### src/rtl/btn_oneshot_array.sv
// N-channel active-low pushbutton conditioner: 2-flop sync, debounce FSM, press tick, debounced level.
// Define BTN_AUTOREPEAT_EN to build the per-channel hold auto-repeat.
module btn_oneshot_array #(
  parameter int unsigned N_CH         = 2,
  parameter int unsigned DEB_CNT      = 4,
  parameter int unsigned REPEAT_DELAY = 20,
  parameter int unsigned REPEAT_RATE  = 8,
  parameter int unsigned CNT_W        = 8
) (
  input  logic            clk,
  input  logic            rstn,
  input  logic [N_CH-1:0] pbn,
  output logic [N_CH-1:0] tick,
  output logic [N_CH-1:0] level
);

  typedef enum logic [1:0] {StIdle, StDebPress, StPressed, StDebRelease} state_e;

  localparam logic [CNT_W-1:0] DebLast   = CNT_W'(DEB_CNT - 1);
`ifdef BTN_AUTOREPEAT_EN
  localparam logic [CNT_W-1:0] DelayLast = CNT_W'(REPEAT_DELAY - 1);
  localparam logic [CNT_W-1:0] RateLast  = CNT_W'(REPEAT_RATE - 1);
`endif

  for (genvar i = 0; i < N_CH; i++) begin : g_ch
    logic [1:0]       sync_q;
    logic             pb_s;
    state_e           state_q;
    logic [CNT_W-1:0] cnt_q;
    logic             tick_q;
    logic             level_q;
`ifdef BTN_AUTOREPEAT_EN
    logic [CNT_W-1:0] hold_q;
    logic             rep_q;  // first repeat already issued; later ticks use REPEAT_RATE
`endif

    // Inverted so the synchronised value is 1 while the button is pressed.
    always_ff @(posedge clk or negedge rstn) begin
      if (!rstn) begin
        sync_q <= '0;
      end else begin
        sync_q <= {sync_q[0], ~pbn[i]};
      end
    end

    assign pb_s = sync_q[1];

    always_ff @(posedge clk or negedge rstn) begin
      if (!rstn) begin
        state_q <= StIdle;
        cnt_q   <= '0;
        tick_q  <= 1'b0;
        level_q <= 1'b0;
`ifdef BTN_AUTOREPEAT_EN
        hold_q  <= '0;
        rep_q   <= 1'b0;
`endif
      end else begin
        tick_q <= 1'b0;
        case (state_q)
          StIdle: begin
            if (pb_s) begin
              state_q <= StDebPress;
              cnt_q   <= '0;
            end
          end
          StDebPress: begin
            if (!pb_s) begin
              state_q <= StIdle;
            end else if (cnt_q == DebLast) begin
              state_q <= StPressed;
              tick_q  <= 1'b1;
              level_q <= 1'b1;
`ifdef BTN_AUTOREPEAT_EN
              hold_q  <= '0;
              rep_q   <= 1'b0;
`endif
            end else begin
              cnt_q <= cnt_q + 1'b1;
            end
          end
          StPressed: begin
            if (!pb_s) begin
              state_q <= StDebRelease;
              cnt_q   <= '0;
            end
`ifdef BTN_AUTOREPEAT_EN
            else if (!rep_q) begin
              if (hold_q == DelayLast) begin
                tick_q <= 1'b1;
                hold_q <= '0;
                rep_q  <= 1'b1;
              end else begin
                hold_q <= hold_q + 1'b1;
              end
            end else if (hold_q == RateLast) begin
              tick_q <= 1'b1;
              hold_q <= '0;
            end else begin
              hold_q <= hold_q + 1'b1;
            end
`endif
          end
          StDebRelease: begin
            if (pb_s) begin
              state_q <= StPressed;
            end else if (cnt_q == DebLast) begin
              state_q <= StIdle;
              level_q <= 1'b0;
`ifdef BTN_AUTOREPEAT_EN
              hold_q  <= '0;
              rep_q   <= 1'b0;
`endif
            end else begin
              cnt_q <= cnt_q + 1'b1;
            end
          end
          default: begin
            state_q <= StIdle;
            cnt_q   <= '0;
            level_q <= 1'b0;
          end
        endcase
      end
    end

    assign tick[i]  = tick_q;
    assign level[i] = level_q;
  end

endmodule
### config.mk
export PLATFORM = sky130hd
export DESIGN_NAME = btn_oneshot_array
export DESIGN_NICKNAME = d
export VERILOG_FILES = /design/src/rtl/btn_oneshot_array.sv
export SDC_FILE = /design/constraint.sdc
export NUM_CORES = 1
export LEC_CHECK = 0
export CORE_AREA = 2 2 61 57
export CTS_BUF_LIST = sky130_fd_sc_hd__clkbuf_8
export CTS_CLUSTER_DIAMETER = 30
export CTS_CLUSTER_SIZE = 40
export DETAILED_ROUTE_END_ITERATION = 8
export DIE_AREA = 0 0 63 59
export GPL_TIMING_DRIVEN = 0
export HOLD_SLACK_MARGIN = 0.06
export PLACE_DENSITY = 0.66
export SYNTH_ARGS = -nofsm -noshare
export SYNTH_HDL_FRONTEND = slang
export SYNTH_SLANG_ARGS = --single-unit
### constraint.sdc
create_clock -name clk -period 2.3 [get_ports clk]
set_clock_uncertainty 0.2 [all_clocks]
set_input_delay 0.69 -clock clk [delete_from_list [all_inputs] [get_ports clk]]
set_output_delay 0.69 -clock clk [all_outputs]
set_load 0.01 [all_outputs]
==> flow_metrics.tcl, run 1 <==
set metrics [dict create \
    drc 0 \
    clock_sinks 28 \
    relSlewSlack 0.594 \
    ys_warn_count 0 \
    critPathLaunchType "register" \
    vdd_ir_drop_max_v 0.000396 \
    p_clk_frac 0.188 \
    rows 19 \
    synth_cells 135 \
    vias 1000 \
    drv_slew 0 \
    min_path_type "reg2reg" \
    cts_buffers 3 \
    worstPathRequired_ns 1.41 \
    layout-drive-gt1-share 0.116 \
    grt_remaining_overflow 0 \
    period_minus_slack_ns 2.17 \
    post-route-util 0.506 \
    cell_internal_pwr_uw 874 \
    p_sw_frac 0.356 \
    regArea_um2 701 \
    yosysMostFrequentCell "dfrtp_1" \
    fin_crit_sh 0.944 \
    clk_latency_ns 0.27 \
    synth_top_flop_cell "dfrtp_1" \
    grt_setup_unrepaired "no" \
    placed_cells 184 \
    cts_hold_buffers 0 \
    die_area_mm2 0.00372 \
    async_flop_share 1.00 \
    crit_type "reg2out" \
    max_freq_ghz 0.461 \
    crit_buf_inv 2 \
    dp_hpwl_um 1660 \
    synth_top_area_share 0.519 \
    finalPower_mw 1.36 \
    fillers 291 \
    synth_seq_area_share 0.519 \
    syn-mean-instance-area_um2 9.99 \
    htreeDepth 1 \
    multi_input_area_um2 588 \
    power_density_mw_per_mm2 888 \
    final_cells 188 \
    critical_path.top_delay_family "buffers and inverters" \
    gp_congestion 0.753 \
    rrSetupSlack_ns 0.27 \
    ant_nets 0 \
    die_x_um 63 \
    cts_root_buffer "clkbuf_8" \
    worstMarginPinSlew_ns 0.609 \
    grt_antenna_before_repair 0 \
    path_clk_slew_ns 0.09 \
    combinationalPowerShare 0.325 \
    syn_to_final_growth_pct 13.3 \
    initial_core_util 0.447 \
    num_antenna_cells 0 \
    crit_path_end_kind "primary output" \
    setup_viol 0 \
    worstPathArrival_ns 1.28 \
    track_usage 0.150 \
    syn-cell-area_mm2 0.00135 \
    synth_edf_count 0 \
    power_switching_uw 483 \
    dr.pass1.iters 4 \
    synth_area_leaders "dfrtp_1 (52%), nand2_1 (7.0%), o21ai_0 (4.8%)" \
    viasPerCell 5.32 \
    clockBufferDepth 2 \
    port_buffers 7 \
    die_h_um 59 \
    wl_per_cell_um 12.5 \
    drv_cap 0 \
    worstPathCellList "buf_4 > clkdlybuf4s50_1" \
    crit_fanout 3 \
    p_seq_frac 0.487 \
    ioPinCount 8 \
    leakagePower_nw 0.650 \
    grt_first_pass_wirelength_um 4340 \
    max_stage_delay_ns 0.51 \
    detail_route.wirelength_um 2340 \
    hold_viol 0 \
    first_iter_violations 68 \
    synth_commonest_cells "dfrtp_1 (28), nand2_1 (25), o21ai_0 (13)" \
    synth_cell_types 36 \
    yosys.area.top_type "dfrtp_1" \
    status "completed" \
    cts_tree "built" \
    final_nets 154 \
    slowest_stage "clkdlybuf4s50_1" \
    syn-num-nets 141 \
    grt_pass1_vias 955 \
    grt_max_degree 29 \
    core-area_mm2 0.00302 \
    ys_seq_elements 28 \
]
[power groups by stage]
stage               Combinational, mW  Clock [mW]  Sequential [mW]
global placement                0.406           0            0.664
finish                          0.441       0.255            0.661
floorplan                       0.331           0            0.649
detailed placement              0.425           0            0.668
global route                    0.505       0.286            0.675
CTS                             0.426       0.268            0.658
[final timing paths]
| check | endpoint | from | depth (start not counted) |
|---|---|---|---|
| max reg2reg | g_ch[0].cnt_q[7] | g_ch[0].cnt_q[0] | 6 |
| min | g_ch[1].sync_q[1] | g_ch[1].sync_q[0] | 0 |
| min reg2reg | g_ch[1].sync_q[1] | g_ch[1].sync_q[0] | 0 |
| max in group asynchronous | g_ch[0].cnt_q[0] | rstn | 1 |
| min in group asynchronous | g_ch[1].cnt_q[5] | rstn | 1 |
| max | level[0] | g_ch[0].level_q | 2 |
[cells by family after synthesis]
family,after synthesis,synth area share
adders and majority gates,2,0.0185
buffers and inverters,15,0.0538
AOI/OAI and AO/OA,31,0.173
muxes,1,0.00742
xor gates and xnor gates,3,0.0195
DFF,28,0.519
and+or+nand+nor,55,0.209
[cell usage in the layout, fill, tap and decap left out, drive strengths merged, types with 3 or more instances in the layout]
master	synthesis	layout
dfrtp	28	28
nand2	25	25
o21ai	13	13
inv	8	8
buf	5	7
nand3	6	6
nor3	6	6
clkdlybuf4s50	0	6
clkbuf	2	5
and2	3	3
nor2	3	3
a32o	3	3
nand4b	3	3
o211ai	3	3
[flip-flops by register name, indices dropped and copies added, names as in the netlist, named ones only]
register and flops:
g_ch.tick_q 2, g_ch.sync_q 4, g_ch.state_q 2, g_ch.cnt_q 16, g_ch.level_q 2
[repair_timing]
item / 4_1_cts / 5_1_grt
resized for setup: 0 / 2
endpoints found under the setup margin: 0 / 5
setup buffers: 0 / 1
[per-stage QoR]
step                      hold WS, ns  setup WS (ns)  TNS, ns  cell area, um2
after detailed placement        0.143         -0.134    -3.73            1470
after global routing            0.168         0.0622        0            1530
after floorplan                 0.131          0.315        0            1350
after CTS                       0.165          0.117        0            1510
final                           0.160          0.129        0            1530
after global placement          0.134        -0.0996    -2.76            1470
[cell type report]
cell class                 count  share of cell area
clock buffer                   3              0.0270
buffer                         7              0.0278
inverter                       8              0.0197
tap                           42              0.0344
multi-input combinational     92               0.385
timing repair buffer           8              0.0475
sequential                    28               0.459
[metal layers]
layer	routed length [um]	GRT usage	vias to the layer above
li1	-	-	496
met1	1180	0.203	489
met2	1060	0.234	11
met3	71	0.0399	4
met4	36	0.0571	0
met5	0	0	-
(Power assumes the default switching activity.)
==> run 2, diff against run 1 <==
--- a/config.mk
+++ b/config.mk
@@ -5,6 +5,7 @@
 export SDC_FILE = /design/constraint.sdc
 export NUM_CORES = 1
 export LEC_CHECK = 0
+export CAP_MARGIN = 30
 export CORE_AREA = 2 2 61 57
 export CTS_BUF_LIST = sky130_fd_sc_hd__clkbuf_8
 export CTS_CLUSTER_DIAMETER = 30
@@ -14,6 +15,7 @@
 export GPL_TIMING_DRIVEN = 0
 export HOLD_SLACK_MARGIN = 0.06
 export PLACE_DENSITY = 0.66
+export SLEW_MARGIN = 20
 export SYNTH_ARGS = -nofsm -noshare
 export SYNTH_HDL_FRONTEND = slang
 export SYNTH_SLANG_ARGS = --single-unit
==> run 2 against run 1 <==
Register-to-register slack lost 0.03 ns. Setup slack better by 0.0031 ns. Power increased by 1.1%. Critical path depth did not move. Sequential power hardly changed. Combinational power grew 4%. Final area is 0.49% higher. Sequential cell count unchanged. Clock-buffer cell count did not move. First-iteration DRC count rose by 5.9%. Final cell count up 0.53%. Critical endpoint unchanged. Largest power group unchanged.
==> flow_metrics.tcl, run 2 (synthesized netlist as in run 1, its figures left out) <==
set metrics [dict create \
    crit_type "reg2out" \
    vias 1041 \
    drv_slew 0 \
    final_cell_mix "dfrtp_1 (28), nand2_1 (25), o21ai_0 (13)" \
    cts_buffers 3 \
    relSlewSlack 0.597 \
    grt_pass1_vias 956 \
    use_met3 0.0399 \
    holdWs_ns 0.160 \
    met2_usage 0.239 \
    period_minus_slack_ns 2.17 \
    leakagePower_nw 0.655 \
    top_regs "g_ch.cnt_q x16, g_ch.sync_q x4" \
    final_area_mm2 0.00154 \
    drv_cap 0 \
    worstPathArrival_ns 1.28 \
    status "completed" \
    die_x_um 63 \
    htreeDepth 1 \
    top_register "g_ch.cnt_q" \
    setup_viol 0 \
    detail_route.wirelength_um 2350 \
    ioPinCount 8 \
    fillers 285 \
    grt_max_degree 29 \
    grt_first_pass_wirelength_um 4260 \
    cts_tree "built" \
    viasPerCell 5.51 \
    vdd_ir_drop_max_v 0.000445 \
    cts_root_buffer "clkbuf_8" \
    fin_ws_ns 0.132 \
    grt_remaining_overflow 0 \
    path_clk_slew_ns 0.09 \
    regArea_um2 701 \
    clk_latency_ns 0.26 \
    grt_use_met1 0.196 \
    r2r_start "g_ch[1].cnt_q[0]" \
    dr.pass1.iters 6 \
    place_area_mm2 0.00147 \
    slowest_stage "clkdlybuf4s50_1" \
    initial_core_util 0.447 \
    hold_viol 0 \
    die_h_um 59 \
    crit_path_end_kind "primary output" \
    worstMarginPinSlew_ns 0.604 \
    drc 0 \
    place_ws_ns 0.153 \
    num_antenna_cells 0 \
    reg2reg_depth 6 \
    power_density_mw_per_mm2 893 \
    dp_hpwl_um 1660 \
    rows 19 \
    critPathLaunchType "register" \
    post-route-util 0.508 \
    crit_end "level[0]" \
    track_usage 0.144 \
    worstPathCellList "buf_4 > clkdlybuf4s50_1" \
    port_buffers 7 \
    die_area_mm2 0.00372 \
    max_freq_ghz 0.461 \
    multi_input_area_um2 588 \
    wl_per_cell_um 12.4 \
    finalPower_mw 1.37 \
    ant_nets 0 \
    crit_fanout 3 \
    busiest_layer "met2" \
    gp_congestion 0.753 \
    min_path_type "reg2reg" \
    first_iter_violations 72 \
    syn_to_final_growth_pct 13.8 \
    largest_register_ffs 16 \
    grt_setup_unrepaired "no" \
    max_stage_delay_ns 0.51 \
    final_common_cell "dfrtp_1" \
    r2r_end "g_ch[1].cnt_q[2]" \
    layout-drive-gt1-share 0.122 \
    clockBufferDepth 2 \
    core-area_mm2 0.00302 \
    grt_antenna_before_repair 0 \
    final_nets 155 \
    clock_sinks 28 \
    worstPathRequired_ns 1.41 \
    fin_crit_sh 0.942 \
    rrSetupSlack_ns 0.24 \
    crit_start "g_ch[0].level_q" \
]
==> run 2: layout make-up <==
cell class,count,area share
plain buffers,7,0.0277
inverters,8,0.0196
clock buffers,3,0.0269
repair buffers,9,0.0522
multi-input cells,92,0.383
flip-flops and latches,28,0.456
well taps,42,0.0342
==> run 2: repair_timing <==
action | 4_1_cts | 5_1_grt
setup buffers | 0 | 2
resized for setup | 0 | 2
hold buffers | 0 | 0
endpoints found under the setup margin | 0 | 7
==> run 2: routing by layer <==
metal | part of all wire | wire length [um] | vias to the layer above
met3 | 0.041 | 97 | 2
met4 | 0.0072 | 17 | 0
li1 | - | - | 501
met5 | 0 | 0 | -
met2 | 0.45 | 1050 | 22
met1 | 0.51 | 1190 | 516
==> run 2: where the power goes <==
| part | internal (mW) | total [mW] | switching, mW | leakage, nW |
|---|---|---|---|---|
| sequential | 0.573 | 0.662 | 0.0884 | 0.360 |
| combinational | 0.193 | 0.457 | 0.263 | 0.274 |
| clock | 0.117 | 0.252 | 0.135 | 0.0216 |
| total | 0.884 | 1.37 | 0.487 | 0.655 |
==> run 2: stage by stage <==
stage	std cells	setup TNS (ns)
global placement	184	-2.76
global route	189	0
finish	189	0
floorplan	135	0
CTS	187	0
detailed placement	184	0
==> run 2: worst max-delay path: cells and delay by family, from the launching register on <==
family,cells,cell delay (ns)
buffers and inverters,2,0.63
flip-flops,1,0.39
==> run 2: worst min path at each step <==
stage                           start           endpoint  slack [ns]  depth (start not counted)
global route        g_ch[1].sync_q[0]  g_ch[1].sync_q[1]        0.17                          0
finish              g_ch[1].sync_q[0]  g_ch[1].sync_q[1]        0.16                          0
CTS                 g_ch[1].sync_q[0]  g_ch[1].sync_q[1]        0.16                          0
floorplan           g_ch[0].sync_q[0]  g_ch[0].sync_q[1]        0.13                          0
detailed placement  g_ch[1].sync_q[0]  g_ch[1].sync_q[1]        0.14                          0
global placement    g_ch[1].sync_q[0]  g_ch[1].sync_q[1]        0.13                          0
